File: config.mk
export PLATFORM = sky130hd
export DESIGN_NAME = muldiv_unit
export DESIGN_NICKNAME = d
export VERILOG_FILES = /design/src/rtl/muldiv_unit.sv
export SDC_FILE = /design/constraint.sdc
export NUM_CORES = 2
export LEC_CHECK = 0
export CAP_MARGIN = 10
export CORE_MARGIN = 2
export CORE_UTILIZATION = 70
export CTS_CLUSTER_SIZE = 28
export DETAILED_ROUTE_END_ITERATION = 6
export PLACE_DENSITY = 0.88
export SYNTH_ARGS = -nofsm -noshare
export SYNTH_HDL_FRONTEND = slang
export SYNTH_SLANG_ARGS = --single-unit
File: constraint.sdc
create_clock -name clk -period 21 [get_ports clk]
set_input_delay 4.2 -clock clk [delete_from_list [all_inputs] [get_ports clk]]
set_output_delay 4.2 -clock clk [all_outputs]
set_load 0.02 [all_outputs]
File: src/rtl/muldiv_unit.sv
`default_nettype none
// ============================================================================
// Module   : muldiv_unit
// Brief    : RV32M execute-stage unit: single-cycle multiply, radix-2
//            restoring divide/remainder over 32 iterations.
// Revision : 1.0  initial release
// ============================================================================
module muldiv_unit #(
    parameter int XLEN = 32
) (
    input  logic            clk,
    input  logic            rst_n,
    input  logic            start,
    input  logic            flush,
    input  logic [2:0]      func3,
    input  logic [XLEN-1:0] op_a,
    input  logic [XLEN-1:0] op_b,
    output logic            busy,
    output logic            done,
    output logic [XLEN-1:0] result
);

    localparam int              CNT_W     = $clog2(XLEN);
    localparam logic [XLEN-1:0] C_INT_MIN = {1'b1, {(XLEN-1){1'b0}}};

    typedef enum logic [1:0] {
        S_IDLE    = 2'd0,
        S_DIV_RUN = 2'd1,
        S_DIV_FIN = 2'd2,
        S_DONE    = 2'd3
    } state_t;

    state_t          state_q,   state_d;
    logic [XLEN-1:0] result_q,  result_d;
    logic [CNT_W-1:0] cnt_q,    cnt_d;
    // dvd shifts the dividend out of its MSB while quotient bits enter its LSB
    logic [XLEN-1:0] dvd_q,     dvd_d;
    logic [XLEN-1:0] dvs_q,     dvs_d;
    logic [XLEN-1:0] rem_q,     rem_d;
    logic            neg_quo_q, neg_quo_d;
    logic            neg_rem_q, neg_rem_d;
    logic            sel_rem_q, sel_rem_d;

    // ------------------------------------------------------------------
    // Multiply datapath
    // ------------------------------------------------------------------
    logic              w_a_signed;
    logic              w_b_signed;
    logic [2*XLEN-1:0] w_a_ext;
    logic [2*XLEN-1:0] w_b_ext;
    logic [2*XLEN-1:0] w_prod;
    logic [XLEN-1:0]   w_mul_res;

    assign w_a_signed = (func3[1:0] != 2'b11);
    assign w_b_signed = (func3[1] == 1'b0);
    assign w_a_ext    = {{XLEN{w_a_signed & op_a[XLEN-1]}}, op_a};
    assign w_b_ext    = {{XLEN{w_b_signed & op_b[XLEN-1]}}, op_b};
    assign w_prod     = w_a_ext * w_b_ext;
    assign w_mul_res  = (func3[1:0] == 2'b00) ? w_prod[XLEN-1:0]
                                              : w_prod[2*XLEN-1:XLEN];

    // ------------------------------------------------------------------
    // Divide setup and iteration
    // ------------------------------------------------------------------
    logic            w_div_signed;
    logic            w_div_by_zero;
    logic            w_div_ovf;
    logic            w_a_neg;
    logic            w_b_neg;
    logic [XLEN-1:0] w_a_abs;
    logic [XLEN-1:0] w_b_abs;
    logic [XLEN:0]   w_trial;
    logic            w_fits;
    logic [XLEN-1:0] w_rem_next;
    logic [XLEN-1:0] w_quo_fin;
    logic [XLEN-1:0] w_rem_fin;

    assign w_div_signed  = ~func3[0];
    assign w_div_by_zero = (op_b == '0);
    assign w_div_ovf     = w_div_signed && (op_a == C_INT_MIN) && (op_b == '1);
    assign w_a_neg       = w_div_signed & op_a[XLEN-1];
    assign w_b_neg       = w_div_signed & op_b[XLEN-1];
    assign w_a_abs       = w_a_neg ? -op_a : op_a;
    assign w_b_abs       = w_b_neg ? -op_b : op_b;

    // Partial remainder can reach 33 bits before the compare for unsigned divisors
    assign w_trial    = {rem_q, dvd_q[XLEN-1]};
    assign w_fits     = (w_trial >= {1'b0, dvs_q});
    assign w_rem_next = w_fits ? (w_trial[XLEN-1:0] - dvs_q) : w_trial[XLEN-1:0];

    assign w_quo_fin  = neg_quo_q ? -dvd_q : dvd_q;
    assign w_rem_fin  = neg_rem_q ? -rem_q : rem_q;

    // ------------------------------------------------------------------
    // Next-state and datapath control
    // ------------------------------------------------------------------
    always_comb begin
        state_d   = state_q;
        result_d  = result_q;
        cnt_d     = cnt_q;
        dvd_d     = dvd_q;
        dvs_d     = dvs_q;
        rem_d     = rem_q;
        neg_quo_d = neg_quo_q;
        neg_rem_d = neg_rem_q;
        sel_rem_d = sel_rem_q;

        if (flush) begin
            state_d = S_IDLE;
        end else begin
            case (state_q)
                S_IDLE, S_DONE: begin
                    state_d = S_IDLE;
                    if (start) begin
                        if (!func3[2]) begin
                            result_d = w_mul_res;
                            state_d  = S_DONE;
                        end else if (w_div_by_zero) begin
                            result_d = func3[1] ? op_a : '1;
                            state_d  = S_DONE;
                        end else if (w_div_ovf) begin
                            result_d = func3[1] ? '0 : C_INT_MIN;
                            state_d  = S_DONE;
                        end else begin
                            dvd_d     = w_a_abs;
                            dvs_d     = w_b_abs;
                            rem_d     = '0;
                            neg_quo_d = w_a_neg ^ w_b_neg;
                            neg_rem_d = w_a_neg;
                            sel_rem_d = func3[1];
                            cnt_d     = CNT_W'(XLEN-1);
                            state_d   = S_DIV_RUN;
                        end
                    end
                end
                S_DIV_RUN: begin
                    rem_d = w_rem_next;
                    dvd_d = {dvd_q[XLEN-2:0], w_fits};
                    if (cnt_q == '0) begin
                        state_d = S_DIV_FIN;
                    end else begin
                        cnt_d = cnt_q - 1'b1;
                    end
                end
                S_DIV_FIN: begin
                    result_d = sel_rem_q ? w_rem_fin : w_quo_fin;
                    state_d  = S_DONE;
                end
                default: state_d = S_IDLE;
            endcase
        end
    end

    always_ff @(posedge clk) begin
        if (!rst_n) begin
            state_q   <= S_IDLE;
            result_q  <= '0;
            cnt_q     <= '0;
            dvd_q     <= '0;
            dvs_q     <= '0;
            rem_q     <= '0;
            neg_quo_q <= 1'b0;
            neg_rem_q <= 1'b0;
            sel_rem_q <= 1'b0;
        end else begin
            state_q   <= state_d;
            result_q  <= result_d;
            cnt_q     <= cnt_d;
            dvd_q     <= dvd_d;
            dvs_q     <= dvs_d;
            rem_q     <= rem_d;
            neg_quo_q <= neg_quo_d;
            neg_rem_q <= neg_rem_d;
            sel_rem_q <= sel_rem_d;
        end
    end

    assign busy   = (state_q == S_DIV_RUN) || (state_q == S_DIV_FIN);
    assign done   = (state_q == S_DONE);
    assign result = result_q;

endmodule
`default_nettype wire

==> flow_summary.ini <==
[clocking]
cts_buffers = 17
clk_pin_slew_worst_paths_ps = 60
clk_path_buf_depth = 2
post-cts-setup-buffers = 0
cts_tree = built
htreeDepth = 4
root_buffer = clkbuf_16
cts_sinks = 138
cts_hold_buf = 0
clock_latency_ps = 460
cts_resized = 0

[sta]
fmax_mhz = 74.5
fin_crit_sh_pct = 63.9
relSlewSlack_pct = 24.3
final_max_slew_viol_count = 0
finClkSkew_ps = 8.83
setup_violations = 0
hold_violations = 0
fin_crit_ps = 13420
worst_pin_slew_ps = 1130
rsz0062_at_grt = no
holdWs_ps = 455
fin_setup_tns_ps = 0

[worst_setup_path]
r2r_end = rem_q[23]
start_kind = input pin
r2r_start = state_q[0]
crit_slowest_cell = clkdlybuf4s50_1
crit_end = result[31]
cp_max_fo = 30
crit_type = in2reg
worst-r2r-setup-slack_ps = 16410
reg2regPathDepth = 7
endpoint_kind = flip-flop
arrival_ps = 13760
crit_required_ps = 21340
startpoint = op_a[31]
critical_path.max_stage_delay_ps = 870
path_common_cell = fa_1

[die]
die_area_sq_mm = 0.0727
initial_core_util_pct = 70.7
row_count = 97
ios = 105
die_y_um = 270
die_w_um = 270
core_area_sq_mm = 0.0699

[route]
wl_per_cell_um = 23.7
wl_um = 156000
drc_errors = 0
via_per_inst = 6.39
vias = 41978
drtAntennaViolNets = 0
drtIter0Drc = 4561
first_pass_iters = 6

[yosys]
synth_fp_nets = 7235
yosys_warnings = 0
yosysUniqueCellTypes = 93
synthTopCellsByCount = 1,158 x inv_1, 1,126 x fa_1, 958 x nand2_1
synth.largest_area_cell = fa_1
ys.flop_type = dfxtp_1
synth_area_sq_mm = 0.0494
synth_seq_area_share_pct = 5.59
netlist_top_cells_area = fa_1 46%, inv_1 8.8%, nand2_1 7.3%
synthCells = 5783
syn-mean-instance-area_sq_um = 8.54
async_reset_ff_share_pct = 0
synth_edf_count = 0
netlist.area_leader.share_pct = 45.6
yosysMostFrequentCell = inv_1
synth-seq-cells = 138

[cells_and_area]
area_growth_syn_to_layout_pct = 4.11
final.fill_count = 5001
final_net_count = 7065
drive_gt1_share_pct = 3.22

[place]
dp_hpwl_um = 115000
gp_congestion = 1.04
portBuffers = 104

[flow_run]
maxCapViolCount = 0

[global_routing]
track_usage_pct = 44.4
grt_pass1_wl_um = 247000
overflow = 0
grt_antenna_before_repair = 10
grt_pass1_vias = 45068
grt_max_degree = 84

[min_path]
min_path_type = reg2reg

[status]
status = finished clean
## cell type report
class                   instances  area, sq um  share of cell area [%]
clock inverters                14          268                   0.521
well taps                     940         1180                    2.29
flip-flops and latches        138         2760                    5.37
clock buffers                  18          439                   0.854
multi-input cells            4113        40800                    79.4
diodes                          8         20.0                  0.0389
repair buffers                184         1570                    3.06
inverters                    1159         4350                    8.46
## sequential cells by signal, summed over array words and instances, names as in the netlist
name       count
dvd_q         32
dvs_q         32
rem_q         32
result        32
cnt_q          5
state_q        2
neg_quo_q      1
neg_rem_q      1
sel_rem_q      1
## stage by stage
step / instance area, sq um / instances / worst slack (ps) / util (%)
final: 51400 / 6574 / 7580 / 73.6
after global routing: 51400 / 6569 / 7060 / 73.6
after CTS: 51400 / 6566 / 7740 / 73.5
after detailed placement: 50700 / 6534 / 7280 / 72.5
after global placement: 50700 / 6534 / 7520 / 72.5
after floorplan: 49400 / 5783 / 8610 / -
## worst max-delay path, delay by kind of cell
family / cells / cell delay [ps]
compound gates: 9 / 1750
simple gates: 3 / 430
buf+inv: 8 / 2370
fa+ha+maj: 9 / 4970
## cell families (layout without fill, tap and decap cells)
family / count (synthesis) / in the layout / share of synthesized area, %
AND/OR/NAND/NOR: 1773 / 1773 / 16.7
multiplexers: 52 / 52 / 1.08
other: 0 / 8 / 0
buffers and inverters: 1532 / 1375 / 11.8
adder cells (fa/ha/maj): 1381 / 1381 / 52.1
XOR/XNOR: 200 / 200 / 3.57
flip-flops: 138 / 138 / 5.59
AO/OA/AOI/OAI: 707 / 707 / 9.16
## placed cells by master, fill, tap and decap left out, types with 43 or more instances in the layout
cell / netlist / routed
clkdlybuf4s50_1: 0 / 90
a21oi_1: 179 / 178
buf_4: 5 / 80
inv_1: 1158 / 1157
nand2_1: 958 / 958
ha_1: 255 / 254
and2_1: 364 / 364
a211oi_1: 45 / 45
mux2i_1: 43 / 43
fa_1: 1126 / 1126
xnor2_1: 97 / 97
a21o_1: 51 / 51
dfxtp_1: 138 / 137
o21ai_0: 192 / 192
nor3_1: 46 / 45
xor2_1: 102 / 102
nor2_1: 187 / 187
## metal layers
layer	vias to the layer above	global-route usage [%]	wire length (um)
met3	867	12.5	20100
li1	17195	-	-
met4	4	30.6	12700
met1	20764	53.5	52100
met2	3148	69.4	71100
met5	-	0	28
## how the worst min path moves through the flow
stage | startpoint | end | slack, ps | cells after the start
after floorplan | dvs_q[31] | dvs_q[31] | 450 | 2
after global placement | result[6] | result[6] | 440 | 2
after detailed placement | result[2] | result[2] | 450 | 2
after CTS | result[2] | result[2] | 450 | 2
after global routing | result[2] | result[2] | 470 | 2
final | result[2] | result[2] | 450 | 2
Power is not shown: default switching activity piles up to over one toggle a cycle in this logic, so the estimate is an artifact.
